==> config.mk <==
export PLATFORM = sky130hd
export DESIGN_NAME = bool_expr_scan_ctrl_flat
export DESIGN_NICKNAME = d
export VERILOG_FILES = /design/src/rtl/bool_scan_pkg.sv /design/src/rtl/bool_expr_scan_ctrl_if.sv /design/src/rtl/bool_expr_scan_ctrl_settle_cnt.sv /design/src/rtl/bool_expr_scan_ctrl.sv /design/src/flat_wrapper.sv
export SDC_FILE = /design/constraint.sdc
export NUM_CORES = 1
export LEC_CHECK = 0
export ABC_AREA = 1
export CELL_PAD_IN_SITES_DETAIL_PLACEMENT = 1
export CELL_PAD_IN_SITES_GLOBAL_PLACEMENT = 2
export CORE_MARGIN = 10
export CORE_UTILIZATION = 30
export CTS_CLUSTER_SIZE = 28
export DETAILED_ROUTE_END_ITERATION = 7
export PLACE_DENSITY = 0.85
export SLEW_MARGIN = 20
export SYNTH_ARGS = -nofsm -noshare
export SYNTH_HDL_FRONTEND = slang
export SYNTH_SLANG_ARGS = --single-unit
==> constraint.sdc <==
create_clock -name clk -period 2.2 [get_ports clk]
set_clock_uncertainty 0.2 [all_clocks]
set_input_delay 0.44 -clock clk [delete_from_list [all_inputs] [get_ports clk]]
set_output_delay 0.44 -clock clk [all_outputs]
set_load 0.05 [all_outputs]
==> src/rtl/bool_scan_pkg.sv <==
// Shared encodings and defaults for the bool_expr sweep sequencer.
// Default widths and vector bit positions are used by the controller and its integrators.
package bool_scan_pkg;
   localparam int NVARS_DEF      = 4;
   localparam int SETTLE_CYC_DEF = 1;

   localparam int A_BIT = 3;
   localparam int B_BIT = 2;
   localparam int C_BIT = 1;
   localparam int D_BIT = 0;

   typedef enum logic [1:0] {
      S_IDLE   = 2'd0,
      S_SETTLE = 2'd1,
      S_SAMPLE = 2'd2,
      S_DONE   = 2'd3
   } scan_state_e;
endpackage

==> src/rtl/bool_expr_scan_ctrl_if.sv <==
// Host/evaluator signal bundle for bool_expr_scan_ctrl.
// fail_idx_o exists only when BOOL_SCAN_STOP_ON_ERR_EN is defined.
interface bool_expr_scan_ctrl_if #(parameter int NVARS = 4);
   localparam int N = 1 << NVARS;

   logic             start;
   logic [N-1:0]     expected_i;
   logic [NVARS-1:0] vec_o;
   logic             y_i;
   logic             busy_o;
   logic             done_o;
   logic [N-1:0]     table_o;
   logic [NVARS:0]   err_cnt_o;
   logic             mismatch_o;
`ifdef BOOL_SCAN_STOP_ON_ERR_EN
   logic [NVARS-1:0] fail_idx_o;

   modport master (output start, expected_i, y_i,
                   input  vec_o, busy_o, done_o, table_o, err_cnt_o, mismatch_o, fail_idx_o);
   modport slave  (input  start, expected_i, y_i,
                   output vec_o, busy_o, done_o, table_o, err_cnt_o, mismatch_o, fail_idx_o);
`else
   modport master (output start, expected_i, y_i,
                   input  vec_o, busy_o, done_o, table_o, err_cnt_o, mismatch_o);
   modport slave  (input  start, expected_i, y_i,
                   output vec_o, busy_o, done_o, table_o, err_cnt_o, mismatch_o);
`endif
endinterface

==> src/rtl/bool_expr_scan_ctrl_settle_cnt.sv <==
// Loadable settle down-counter; zero is the terminal-count flag.
// Decrement stops at zero so a late dec cannot wrap.
module scan_settle_cnt #(
   parameter int W = 4
) (
   input  logic         clk,
   input  logic         rst_n,
   input  logic         load,
   input  logic         dec,
   input  logic [W-1:0] load_val,
   output logic         zero
);
   logic [W-1:0] cnt;

   always_ff @(posedge clk or negedge rst_n) begin
      if (!rst_n)
         cnt <= '0;
      else if (load)
         cnt <= load_val;
      else if (dec && cnt != '0)
         cnt <= cnt - 1'b1;
   end

   assign zero = (cnt == '0);
endmodule

==> src/rtl/bool_expr_scan_ctrl.sv <==
// Sweeps all 2^NVARS vectors into an external bool_expr evaluator and scores y.
// Build option BOOL_SCAN_STOP_ON_ERR_EN ends the sweep on the first mismatch.
//
// state    | meaning
// S_IDLE   | vec_o=0, results held, waiting for start
// S_SETTLE | vec_o=idx driven, counting down the settle window
// S_SAMPLE | capture y_i into table_o[idx], score against latched table
// S_DONE   | one-cycle done_o pulse, back to idle
module bool_expr_scan_ctrl
   import bool_scan_pkg::*;
#(
   parameter int NVARS      = NVARS_DEF,
   parameter int SETTLE_CYC = SETTLE_CYC_DEF
) (
   input logic                  clk,
   input logic                  rst_n,
   bool_expr_scan_ctrl_if.slave bus
);
   localparam int N  = 1 << NVARS;
   localparam int CW = 4;
   localparam logic [CW-1:0]    SETTLE_LD = CW'(SETTLE_CYC - 1);
   localparam logic [NVARS-1:0] IDX_LAST  = NVARS'(N - 1);

   scan_state_e      state;
   logic [NVARS-1:0] idx;
   logic [N-1:0]     exp_q;
   logic             accept, advance, y_bad, stop_now;
   logic             cnt_load, cnt_dec, cnt_zero;

   assign accept = (state == S_IDLE) && bus.start;
   assign y_bad  = (bus.y_i != exp_q[idx]);
`ifdef BOOL_SCAN_STOP_ON_ERR_EN
   assign stop_now = y_bad;
`else
   assign stop_now = 1'b0;
`endif
   assign advance  = (state == S_SAMPLE) && (idx != IDX_LAST) && !stop_now;
   assign cnt_load = accept || advance;
   assign cnt_dec  = (state == S_SETTLE);

   scan_settle_cnt #(.W(CW)) u_settle_cnt (
      .clk      (clk),
      .rst_n    (rst_n),
      .load     (cnt_load),
      .dec      (cnt_dec),
      .load_val (SETTLE_LD),
      .zero     (cnt_zero)
   );

   always_ff @(posedge clk or negedge rst_n) begin
      if (!rst_n) begin
         state          <= S_IDLE;
         idx            <= '0;
         exp_q          <= '0;
         bus.vec_o      <= '0;
         bus.busy_o     <= 1'b0;
         bus.done_o     <= 1'b0;
         bus.table_o    <= '0;
         bus.err_cnt_o  <= '0;
         bus.mismatch_o <= 1'b0;
`ifdef BOOL_SCAN_STOP_ON_ERR_EN
         bus.fail_idx_o <= '0;
`endif
      end else begin
         case (state)
            S_IDLE: begin
               bus.vec_o <= '0;
               if (bus.start) begin
                  exp_q          <= bus.expected_i;
                  bus.table_o    <= '0;
                  bus.err_cnt_o  <= '0;
                  bus.mismatch_o <= 1'b0;
                  bus.busy_o     <= 1'b1;
                  idx            <= '0;
`ifdef BOOL_SCAN_STOP_ON_ERR_EN
                  bus.fail_idx_o <= '0;
`endif
                  state          <= S_SETTLE;
               end
            end
            S_SETTLE: begin
               if (cnt_zero)
                  state <= S_SAMPLE;
            end
            S_SAMPLE: begin
               bus.table_o[idx] <= bus.y_i;
               if (y_bad) begin
                  bus.err_cnt_o  <= bus.err_cnt_o + 1'b1;
                  bus.mismatch_o <= 1'b1;
               end
               if (advance) begin
                  idx       <= idx + 1'b1;
                  bus.vec_o <= idx + 1'b1;
                  state     <= S_SETTLE;
               end else begin
                  bus.vec_o  <= '0;
                  bus.busy_o <= 1'b0;
                  bus.done_o <= 1'b1;
`ifdef BOOL_SCAN_STOP_ON_ERR_EN
                  if (stop_now)
                     bus.fail_idx_o <= idx;
`endif
                  state      <= S_DONE;
               end
            end
            S_DONE: begin
               bus.done_o <= 1'b0;
               state      <= S_IDLE;
            end
            default: state <= S_IDLE;
         endcase
      end
   end
endmodule

==> src/flat_wrapper.sv <==
// flat-port wrapper written by rule: the top's interface ports become plain ports
module bool_expr_scan_ctrl_flat import bool_scan_pkg::*;
#(
   parameter int NVARS      = NVARS_DEF,
   parameter int SETTLE_CYC = SETTLE_CYC_DEF
)
  (clk, rst_n, bus_start, bus_expected_i, bus_y_i, bus_vec_o, bus_busy_o, bus_done_o, bus_table_o, bus_err_cnt_o, bus_mismatch_o);
  bool_expr_scan_ctrl_if #(.NVARS(NVARS)) bus_i ();
  input logic clk;
  input logic rst_n;
  input wire logic [$bits(bus_i.start)-1:0] bus_start;
  input wire logic [$bits(bus_i.expected_i)-1:0] bus_expected_i;
  input wire logic [$bits(bus_i.y_i)-1:0] bus_y_i;
  output wire logic [$bits(bus_i.vec_o)-1:0] bus_vec_o;
  output wire logic [$bits(bus_i.busy_o)-1:0] bus_busy_o;
  output wire logic [$bits(bus_i.done_o)-1:0] bus_done_o;
  output wire logic [$bits(bus_i.table_o)-1:0] bus_table_o;
  output wire logic [$bits(bus_i.err_cnt_o)-1:0] bus_err_cnt_o;
  output wire logic [$bits(bus_i.mismatch_o)-1:0] bus_mismatch_o;
  assign bus_i.start = bus_start;
  assign bus_i.expected_i = bus_expected_i;
  assign bus_i.y_i = bus_y_i;
  assign bus_vec_o = bus_i.vec_o;
  assign bus_busy_o = bus_i.busy_o;
  assign bus_done_o = bus_i.done_o;
  assign bus_table_o = bus_i.table_o;
  assign bus_err_cnt_o = bus_i.err_cnt_o;
  assign bus_mismatch_o = bus_i.mismatch_o;
  bool_expr_scan_ctrl #(.NVARS(NVARS), .SETTLE_CYC(SETTLE_CYC)) u_core (.clk(clk), .rst_n(rst_n), .bus(bus_i));
endmodule
==> impl_results.md <==
- Yosys reg bits: 54
- Mapped Area: 2587 µm²
- Worst r2r dst: u_core.bus.err_cnt_o[2]
- Synth unique cells: 28
- Total GRT Usage: 10.90%
- Synth top area share: 52.22%
- Max-slew violation count: 0
- Worst setup path start: u_core.bus.mismatch_o
- Average wire per standard cell: 14.20 µm
- Worst-path clk slew: 100 ps
- Num Clock Sinks: 54
- Power Density: 1107 nW/µm²
- Kind of critical path: flip-flop to output port
- Maximum fanout along the worst path: 2
- First-pass GRT wire length: 11590 µm
- Fin. Hold Viols: 0
- Die H: 112.9 µm
- Initial Util: 31.18%
- Die Footprint: 12740 µm²
- Final setup violation count: 0
- Critical path endpoint category: output port
- Pwr Total: 3.627 mW
- Via density: 4.621
- Drt total wl: 6704 µm
- Clk buf depth: 2
- Number of gates resized after CTS: 0
- Data arrival, critical path: 1480 ps
- Drt drc: 0
- Cells after Synth: 313
- Crit path capture: bus_mismatch_o
- Fin worst setup slack: 81.70 ps
- Maximum vdd drop: 440.4 µV
- Top Family by Delay on Critical Path: buffers and inverters
- Root Buffer: clkbuf_8
- Final Cycle Share: 96.29%
- Synth top area cells: dfrtp_1, nand2_1, inv_1, o21ai_0, nand3_1
- Post-route minimum period: 2118 ps
- Max Clock Freq: 0.4721 GHz
- Crit start category: flip-flop
- Slowest-stage cell, CP: clkdlybuf4s50_1
- WP buf/inv: 1
- R2R Setup Slk: 250 ps
- Sequential area share after synthesis: 52.22%
- Crit. path cell count: 1
- Avg Cell Area, Syn: 8.267 µm²
- RSZ-0062 raised after global routing: false
- Clock Latency Late Sink: 310 ps
- Die extent in x: 112.9 µm
- Slew HR: 66.03%
- Layout cells sized above 1: 14.99%
- Filler instances: 1011
- Vias after detailed routing: 2181
- Post-synth top area cell: dfrtp_1
- PortBufs: 47
- Tightest Hold Check Type: flip-flop to flip-flop
- Tightest Pin Transition: 508.0 ps
- DP Wirelength: 5010 µm
- Largest stage delay, worst path: 810 ps
- Core Region: 8299 µm²
- RD Place Congestion: 0.7244
- Max_cap viols: 0
- # IOs: 48
- Final #Nets: 392
- Critical-path cell list: clkdlybuf4s50_1
- Final Instance Count excl. Fillers: 472
- TritonCTS clock tree: yes
- Dpl ws: 234.8 ps
- GR Overflow Total: 0
- Start of the worst register-to-register path: u_core.idx[0]
- Initial antenna violation count: 0
- Num CTS Buffers: 5
- Synth warn: 0
- P_leak: 1.688 nW
- 1st-iter DRT viols: 113
- Net Count, Synth: 339
- Antenna cells: 0
- Worst reg2reg path depth: 12
- Post-CTS Setup Bufs: 0
- # hold bufs at CTS: 1
- Status: completed
- Fin util: 39.47%
- Pre-Repair DR Iteration Count: 3
- CTS H-tree depth: 2
- Largest net degree at the start of global routing: 55
- Cell row count: 33
- CP required: 1560 ps
- Syn-to-layout area delta: 26.60%
- Setup_tns: 0 ps
- Vias in the first global route: 2373
- Post-placement cell count: 463
- Final antenna-violating net count: 0
cell usage after synthesis (all sizes together):
cell type / instances
o211ai: 2
nor2: 20
nand4: 1
xnor2: 2
ha: 6
a21oi: 15
o21ai: 31
nor3b: 1
clkbuf: 5
a31oi: 1
nor4: 1
dfrtp: 54
buf: 4
o31ai: 4
a22oi: 1
o22ai: 2
inv: 47
nand2: 88
nand3: 26
xor2: 2
logic make-up after synthesis:
family,Yosys count,share of synthesized area [%]
and+or+nand+nor,137,22.53
AOI/OAI and AO/OA,56,12.09
buffers and inverters,56,8.898
DFF,54,52.22
adders and majority gates,6,2.901
xor gates and xnor gates,4,1.354
worst reg2reg max path: cells and delay by family (launching register included):
| family | cells | cell delay [ps] |
|---|---|---|
| simple gates | 11 | 910 |
| flops | 1 | 550 |
| buf+inv | 1 | 200 |
power breakdown:
part	internal (mW)	leakage, nW	total [mW]	switching (mW)
logic	0.507	0.918	1.57	1.06
clock network	0.319	0.0575	0.647	0.329
registers	1.25	0.713	1.41	0.168
total	2.07	1.69	3.63	1.56
worst min-delay path by stage:
stage,from,endpoint,cells after the start,slack (ps)
after global placement,rst_n,u_core.exp_q[14],2,260
final,u_core.bus.busy_o,u_core.bus.busy_o,2,290
after CTS,u_core.bus.mismatch_o,u_core.bus.mismatch_o,2,300
after detailed placement,rst_n,u_core.exp_q[1],2,270
after floorplan,rst_n,u_core.bus.busy_o,0,-60
after global routing,u_core.bus.mismatch_o,u_core.bus.mismatch_o,2,330
cell usage in the layout (no fill, tap or decap), drive strengths merged:
cell and instances:
inv 47, nor3b 1, a31oi 1, nand3 26, a22oi 1, nor2 20, dlygate4sd3 1, o22ai 2
a21oi 15, clkbuf 8, nand4 1, o211ai 2, nor4 1, xor2 2, o31ai 4, xnor2 2
ha 6, o21ai 31, nand2 88, buf 35, clkdlybuf4s50 19, dfrtp 54
state kept, by name (all words and copies together) (netlist names):
| name | cells |
|---|---|
| u_core.state | 2 |
| u_core.bus.busy_o | 1 |
| u_core.bus.mismatch_o | 1 |
| u_core.u_settle_cnt.cnt | 4 |
| u_core.bus.done_o | 1 |
| u_core.bus.table_o | 16 |
| u_core.idx | 4 |
| u_core.exp_q | 16 |
| u_core.bus.vec_o | 4 |
| u_core.bus.err_cnt_o | 5 |
area by class of cell:
type,instances,area [µm²],area share (%)
Tap cell,105,131.4,4.011
Multi-Input combinational cell,203,1006,30.71
Sequential cell,54,1351,41.25
Inverter,47,178.9,5.462
Timing Repair Buffer,55,498.0,15.20
Clock buffer,8,110.1,3.361
routing by layer:
metal  global-route usage, %  share of wire (%)
met4                   3.553                1.4
met2                   18.55                 49
met1                   13.21                 46
met5                       0                  0
met3                   2.536                3.6
stage by stage:
step | hold slack [ps] | cell area (µm²)
floorplan | -55.59 | 2587
global placement | 259.0 | 3156
detailed placement | 265.8 | 3156
CTS | 299.4 | 3276
global route | 332.1 | 3276
finish | 291.8 | 3276
Note: power is estimated with default switching activity, not from simulation.
